[src/rtl/frame_pixel_source.sv]
// rtl/frame_pixel_source.sv - raster-driven test-pattern responder for the pixel-stream framebuffer port
module frame_pixel_source #(
  parameter int WIDTH      = 160,
  parameter int HEIGHT     = 120,
  parameter int GRAD_SHIFT = 3,
  parameter int CHK_BIT    = 3
) (
  input  logic       clk,
  input  logic       rst_n,
  input  logic       frame_next_pixel_in,
  input  logic       frame_reset_in,
  input  logic [2:0] pattern_sel,
  input  logic [3:0] solid_level,
  output logic [3:0] frame_pixel_out,
  output logic       frame_done
);

  localparam int XW = (WIDTH  > 1) ? $clog2(WIDTH)  : 1;
  localparam int YW = (HEIGHT > 1) ? $clog2(HEIGHT) : 1;

  logic          nxt_s1, nxt_s2, nxt_s3;
  logic          rst_s1, rst_s2;
  logic          adv, rst_frm;
  logic [XW-1:0] x;
  logic [YW-1:0] y;
  logic [3:0]    frame_cnt;
  logic          x_last, y_last;
  logic [31:0]   xe, ye;
  logic [3:0]    pix_next;

  // Bring the strobe and restart level into clk; s3 gives the strobe's previous synchronised value
  always_ff @(posedge clk or negedge rst_n) begin
    if (!rst_n) begin
      nxt_s1 <= 1'b0;
      nxt_s2 <= 1'b0;
      nxt_s3 <= 1'b0;
      rst_s1 <= 1'b0;
      rst_s2 <= 1'b0;
    end else begin
      nxt_s1 <= frame_next_pixel_in;
      nxt_s2 <= nxt_s1;
      nxt_s3 <= nxt_s2;
      rst_s1 <= frame_reset_in;
      rst_s2 <= rst_s1;
    end
  end

  assign adv     = nxt_s2 & ~nxt_s3;
  assign rst_frm = rst_s2;
  assign x_last  = (x == XW'(WIDTH - 1));
  assign y_last  = (y == YW'(HEIGHT - 1));

  // Raster walk: restart beats advance; a wrap from the last pixel bumps the frame count and pulses done
  always_ff @(posedge clk or negedge rst_n) begin
    if (!rst_n) begin
      x          <= '0;
      y          <= '0;
      frame_cnt  <= 4'h0;
      frame_done <= 1'b0;
    end else begin
      frame_done <= 1'b0;
      if (rst_frm) begin
        x <= '0;
        y <= '0;
      end else if (adv) begin
        if (!x_last) begin
          x <= x + 1'b1;
        end else begin
          x <= '0;
          if (!y_last) begin
            y <= y + 1'b1;
          end else begin
            y          <= '0;
            frame_cnt  <= frame_cnt + 4'h1;
            frame_done <= 1'b1;
          end
        end
      end
    end
  end

  // Pattern generator for the current raster position; every result is truncated to 4 bits
  always_comb begin
    xe       = 32'(x);
    ye       = 32'(y);
    pix_next = 4'h0;
    case (pattern_sel)
      3'd0: pix_next = solid_level;
      3'd1: pix_next = 4'(xe >> GRAD_SHIFT);
      3'd2: pix_next = 4'(ye >> GRAD_SHIFT);
      3'd3: pix_next = (xe[CHK_BIT] ^ ye[CHK_BIT]) ? 4'hF : 4'h0;
      3'd4: pix_next = 4'(xe + ye + 32'(frame_cnt));
      3'd5: pix_next = ((x == '0) || x_last || (y == '0) || y_last) ? 4'hF : 4'h0;
      3'd6: pix_next = 4'(xe ^ ye);
      3'd7: pix_next = ~solid_level;
    endcase
  end

  // Output pixel register, reloaded every cycle so select/level changes show after one edge
  always_ff @(posedge clk or negedge rst_n) begin
    if (!rst_n) begin
      frame_pixel_out <= 4'h0;
    end else begin
      frame_pixel_out <= pix_next;
    end
  end

endmodule

[config.mk]
export PLATFORM = sky130hd
export DESIGN_NAME = frame_pixel_source
export DESIGN_NICKNAME = d
export VERILOG_FILES = /design/src/rtl/frame_pixel_source.sv
export SDC_FILE = /design/constraint.sdc
export NUM_CORES = 1
export LEC_CHECK = 0
export BUFFER_PORTS_ARGS = -buffer_cell sky130_fd_sc_hd__buf_2
export CAP_MARGIN = 20
export CORE_ASPECT_RATIO = 0.8
export CORE_MARGIN = 2
export CORE_UTILIZATION = 40
export DETAILED_ROUTE_END_ITERATION = 12
export MAX_ROUTING_LAYER = met4
export SYNTH_ARGS = -nofsm -noshare
export SYNTH_HDL_FRONTEND = slang
export SYNTH_SLANG_ARGS = --single-unit
export TNS_END_PERCENT = 100
[constraint.sdc]
create_clock -name clk -period 2.7 [get_ports clk]
set_input_delay 0.135 -clock clk [delete_from_list [all_inputs] [get_ports clk]]
set_output_delay 0.135 -clock clk [all_outputs]
set_load 0.05 [all_outputs]
==> metrics, run 1 <==
Cell Area, Synth=1770 µm²; Clock Path Buffers=2; layout overhead on the synthesized area=15.0%; ant diodes=0; CP endpoint kind=flip-flop; # fillers=420; Critical Path Start=y[1]; setup bufs post-CTS=0; type of origin of the critical path=flip-flop; crit path kind=flip-flop to flip-flop; I/O Buffers=15; part of the power in registers=a little under 50%; RePlAce Congestion=between 0.8 and 0.9; Final Non-Filler Cells=between 200 and 300; drt first pass iters=4; clock power share=41.8%; Skew-Pair Late Insertion Delay=0.28 ns; peak supply drop=approximately 240 µV; H-tree lvl count=2; CTS Buf Count=5; Clock Sinks=29; multiplexer share of the synthesized area=~2.8%; Syn Area/Cell=about 9.6 µm²; Top Usage Layer GRT=met2; post-synth top area cell=dfrtp_1; library cells used by synthesis=39; Simple-Gate Fraction of Synth Area=about 24%; fmax=between 0.3 and 0.4 GHz; Inst Count DP=about 250; Setup TNS Final=0 ns; Synth Register Bits=29; io pins=16; commonest register cell after synthesis=dfrtp_1; grt ovf=0; top cells by area, synth=dfrtp_1, ha_1, fa_1; largest family of logic cells by synthesized area=simple AND/OR/NAND/NOR gates; Reg-to-Reg Start=y[1]; hold crit path type=primary input to flip-flop; minimum clock period=2.52 ns; hpwl dp=roughly 2700 µm; wire length per cell=14.3 µm; Seq/Total Area, Yosys=roughly 41%; Psw=0.234 mW; EDFF count, synth=0; most numerous cell in the Yosys netlist=dfrtp_1; Vias/cell=5.25; critical path fanouts, max=5; largest net degree at the start of global routing=30; root buf cell=clkbuf_8; M1 GR Usage=a little under a quarter; Leak Pwr=0.970 nW; met3 GRT Util=6.02%; Fin. Hold Viols=0; initial core utilization=a little over two fifths; CTS tree=built; vias in the first global route=between 1000 and 1500; post-synthesis adder-cell area fraction=between 10% and 20%; min-delay src=solid_level[1]; Clock Skew=0.00445 ns; fin. max-slew vios=0; Nets=between 200 and 250; share of layout cells above drive strength 1=between 10% and 20%; period utilization=93.5%; Tightest Pin Transition=roughly 0.66 ns; Mapped Cells=roughly 190; first-pass GRT wire length=around 6400 µm; combinational group share of total power=9.9%; maximum capacitance violations=0; most instantiated cells after synthesis=dfrtp_1, nand2_1, nor2_1, o21ai_0; antenna-violating nets left=0; via count=approximately 1400; drt drc=0; Ys Warns=0; Worst-path clk slew=about 0.060 ns; endpoints failing setup=0; Synth Area in XOR/XNOR=6.70%; Slew HR=56.3%; die width=a little under 80 µm; syn nets=around 210; unrepaired setup endpoints after global routing=false; Sw Share=between 20% and 30%; gr usage total=17.3%; Die Y=63.5 µm; Worst Path Arrival=around 2.7 ns; WL final=~3800 µm; die area=4980 µm²; fraction of registers with async set/reset=100%; DRT iter0 DRCs=just over 60; Pint=approximately 0.71 mW; row count=21; met2 usage=between 20% and 30%; Worst Path Required=a little under 3 ns; area fraction of the dominant cell type after synthesis=around two fifths; compound-gate portion of the synthesized area=between 10% and 20%; Core ar.=4230 µm²; status=completed; Pwr per Cell Area=around 460 nW/µm²; antenna violations before repair=0
[through the flow]
step	setup WS [ns]	utilization, %	hold slack [ns]	area, µm²	power [mW]
floorplan	0.376	-	-0.161	1770	0.519
global placement	0.271	45.1	0.192	1910	0.550
detailed placement	0.194	45.1	0.200	1910	0.552
CTS	0.185	48.2	0.122	2040	0.952
global route	0.0195	48.2	0.117	2040	0.988
finish	0.176	48.2	0.135	2040	0.939
[logic make-up (layout without fill, tap and decap cells)]
logic type	count (synthesis)	in the layout
simple gates	77	77
compound gates	31	31
flops	29	29
buf+inv	18	39
fa+ha+maj	13	13
xor+xnor	12	12
mux	5	5
[power by group through the flow]
stage               sequential [mW]  clock (mW)  combinational (mW)
CTS                           0.454       0.405              0.0936
floorplan                     0.480           0              0.0385
finish                        0.454       0.392              0.0931
global placement              0.462           0              0.0879
global route                  0.455       0.431               0.102
detailed placement            0.462           0              0.0901
[layer usage]
layer | part of all wire [%] | wire length, µm
met1 | 48 | 1820
met2 | 45 | 1710
met3 | 5.6 | 209
met4 | 0.59 | 22
met5 | 0 | 0
[cells in the final DEF, fill, tap and decap left out, types with 5 or more instances in the layout]
| cell type | n |
|---|---|
| dfrtp_1 | 29 |
| nand2_1 | 21 |
| nor2_1 | 17 |
| buf_2 | 15 |
| o21ai_0 | 13 |
| inv_1 | 9 |
| ha_1 | 9 |
| xor2_1 | 8 |
| a21oi_1 | 8 |
| nand3_1 | 7 |
| clkbuf_8 | 7 |
| mux2i_1 | 5 |
[state kept, by name, indices dropped and copies added, names as in the netlist]
| register | flops |
|---|---|
| nxt_s1 | 1 |
| frame_pixel_out | 4 |
| rst_s1 | 1 |
| rst_frm | 1 |
| frame_done | 1 |
| frame_cnt | 4 |
| nxt_s2 | 1 |
| y | 7 |
| x | 8 |
| nxt_s3 | 1 |
[what timing repair did]
item | in CTS | in global routing
hold buffers | 3 | 0
gates resized for setup | 0 | 0
endpoints found under the hold margin | 31 | 0
[worst max-delay path: stages (launching register included)]
cell     delay [ns]
dfrtp_1        0.41
inv_1          0.10
fa_1           0.53
inv_1          0.04
ha_1           0.19
fa_1           0.37
xnor3_1        0.21
xor2_1         0.15
o21ai_0        0.19
o21ai_0        0.10
a21oi_1        0.16
[path summary, 6_finish.rpt]
check                                          end  slack (ns)  cells after the start
worst max-delay path            frame_pixel_out[3]        0.18                     10
worst min-delay path            frame_pixel_out[1]        0.13                      3
worst max register to register  frame_pixel_out[3]        0.18                     10
worst min register to register              nxt_s2        0.36                      0
max in group asynchronous                   rst_s1        1.86                      2
min in group asynchronous                     y[4]        0.42                      2
[cell type report]
class,count,area (µm²),share of cell area [%]
multi-input cells,138,971,47.6
repair buffers,22,135,6.63
clock buffers,7,96.3,4.73
clock inverters,1,5.00,0.246
well taps,57,71.3,3.50
inverters,9,33.8,1.66
flip-flops and latches,29,726,35.6
No activity file was read; power rests on OpenSTA's default activity.
==> run 2, diff against run 1 <==
--- a/config.mk
+++ b/config.mk
@@ -12,6 +12,7 @@
 export CORE_UTILIZATION = 40
 export DETAILED_ROUTE_END_ITERATION = 12
 export MAX_ROUTING_LAYER = met4
+export RECOVER_POWER = 25
 export SYNTH_ARGS = -nofsm -noshare
 export SYNTH_HDL_FRONTEND = slang
 export SYNTH_SLANG_ARGS = --single-unit
==> run 2 against run 1 <==
Compared with the run above: the run now ends with capacitance limit, slew limit left; critical path depth unchanged; wire length about the same; clock-buffer cell count unchanged; register-to-register slack about the same; die area unchanged; utilization about the same; critical path type unchanged; highest routed layer unchanged.
==> metrics, run 2 (synthesis gave the netlist of run 1 again) <==
status=complete, but fails checks; failing checks=capacitance limit, slew limit; commonest cells after routing, fill and taps aside=dfrtp_1, nand2_1, nor2_1; first-pass GRT wire length=6430 µm (unchanged); initial core utilization=41.9% (unchanged); flop2flop setup slack=0.18 ns (about the same); hpwl dp=2750 µm (unchanged); io pins=16 (unchanged); Die Y=63.5 µm (unchanged); fin util=48.2% (about the same); endpoints failing setup=0 (unchanged); wire length per cell=14.3 µm (about the same); Setup TNS Final=0 ns (unchanged); layout overhead on the synthesized area=14.9% (about the same); Worst Hold End=frame_pixel_out[1]; antenna-violating nets left=0 (unchanged); drt drc=0 (unchanged); root buf cell=clkbuf_8; largest reg by FF count=x; dpl cell area=1910 µm² (unchanged); Worst Path Arrival=2.73 ns (about the same); Worst-path clk slew=0.06 ns (about the same); ant diodes=0 (unchanged); Worst Path Required=2.90 ns (about the same); min-delay src=solid_level[1]; max reg flops=8 (unchanged); # fillers=421 (+0.24%); Vias/cell=5.25 (unchanged); Reg-to-Reg Start=y[1]; Detail Route met2 WL=1710 µm (unchanged); CTS Buf Count=5 (unchanged); Tightest Pin Transition=1.57 ns (+0.917 ns); WL final=3750 µm (about the same); biggest registers after layout=x (8), y (7); Core ar.=4230 µm² (unchanged); Total Power=0.939 mW (about the same); Post-Route M1 WL=1820 µm (-0.11%); met3 wire length=209 µm (unchanged); Leak Pwr=0.967 nW (-0.28%); Clock Skew=0.00445 ns (unchanged); I/O Buffers=15 (unchanged); Reg-to-Reg End=frame_pixel_out[3]; minimum clock period=2.52 ns (unchanged); vias in the first global route=1333 (unchanged); unrepaired setup endpoints after global routing=false; RePlAce Congestion=0.848 (unchanged); post-CTS resize count=0 (unchanged); grt ovf=0 (unchanged); type of origin of the critical path=flip-flop; H-tree lvl count=2 (unchanged); maximum capacitance violations=1 (+1); Clock Path Buffers=2 (unchanged); share of layout cells above drive strength 1=16.5% (-0.49 points); drt first pass iters=4 (unchanged); die width=78.4 µm (unchanged); CP endpoint kind=flip-flop; Final Hold Slack=0.135 ns (unchanged); max layer used=met4; period utilization=93.5% (unchanged); largest net degree at the start of global routing=30 (unchanged); gr usage total=17.3% (unchanged); fin. max-slew vios=30 (+30); via count=1380 (unchanged); row count=21 (unchanged); FF-to-FF path depth=10 (unchanged); Pwr per Cell Area=461 nW/µm² (about the same); critical path fanouts, max=5 (unchanged); fmax=0.396 GHz (unchanged); CTS tree=built; hold path depth=3 (unchanged); peak supply drop=239 µV (about the same); Skew-Pair Late Insertion Delay=0.28 ns (about the same); hold crit path type=primary input to flip-flop; DRT iter0 DRCs=62 (unchanged); Clock Sinks=29 (unchanged); antenna violations before repair=0 (unchanged); Nets=229 (unchanged); Fin. Hold Viols=0 (unchanged); Slew HR=-4.80% (-61 points); crit path kind=flip-flop to flip-flop; final instance area=2040 µm² (about the same); most common cell after layout, fill and taps aside=dfrtp_1; die area=4980 µm² (unchanged)
==> run 2: cell types whose count changed in the layout (fill, tap and decap cells not counted) <==
cell / delta
buf_2: -1
clkbuf_1: +1
==> run 2: per-layer routing <==
layer | vias to the layer above | global-route usage (%)
met5 | - | -
met4 | 0 | 5.04
met3 | 2 | 6.02
met2 | 35 | 25.5
met1 | 669 | 22.6
li1 | 674 | -
==> run 2: worst max path at each step <==
stage | cells past startpoint | from | end | slack [ns]
floorplan | 10 | y[1] | frame_pixel_out[3] | 0.38
global placement | 10 | y[1] | frame_pixel_out[3] | 0.27
detailed placement | 10 | y[1] | frame_pixel_out[3] | 0.19
CTS | 10 | y[1] | frame_pixel_out[3] | 0.19
global route | 10 | y[1] | frame_pixel_out[3] | 0.02
finish | 10 | y[1] | frame_pixel_out[3] | 0.18
==> run 2: what timing repair did <==
| action | in CTS | in global routing |
|---|---|---|
| endpoints found under the hold margin | 31 | 0 |
| hold buffers | 3 | 0 |
| setup buffers | 0 | 0 |
==> run 2: per-stage QoR <==
stage	setup slack (ns)	cells
2_1_floorplan	0.376	185
5_1_grt	0.0195	263
6_report	0.176	263
3_5_place_dp	0.194	252
3_3_place_gp	0.271	252
4_1_cts	0.185	263
==> run 2: cell type report <==
type,instances,area [µm²],share of cell area [%]
Multi-Input combinational cell,138,971,47.7
Sequential cell,29,726,35.6
Timing Repair Buffer,22,134,6.57
Clock buffer,7,96.3,4.73
Tap cell,57,71.3,3.50
Inverter,9,33.8,1.66
Clock inverter,1,5.00,0.246
==> run 2: where the power goes <==
part / leakage, nW / internal (mW) / switching (mW)
Combinational: 0.527 / 0.0294 / 0.0635
Clock: 0.0542 / 0.230 / 0.162
Sequential: 0.386 / 0.446 / 0.00837
Total: 0.967 / 0.705 / 0.234
==> run 2: worst max-delay path, cell delays in order (launching register included) <==
cell     delay, ns
dfrtp_1       0.41
inv_1         0.10
fa_1          0.53
inv_1         0.04
ha_1          0.19
fa_1          0.37
xnor3_1       0.21
xor2_1        0.15
o21ai_0       0.19
o21ai_0       0.10
a21oi_1       0.16
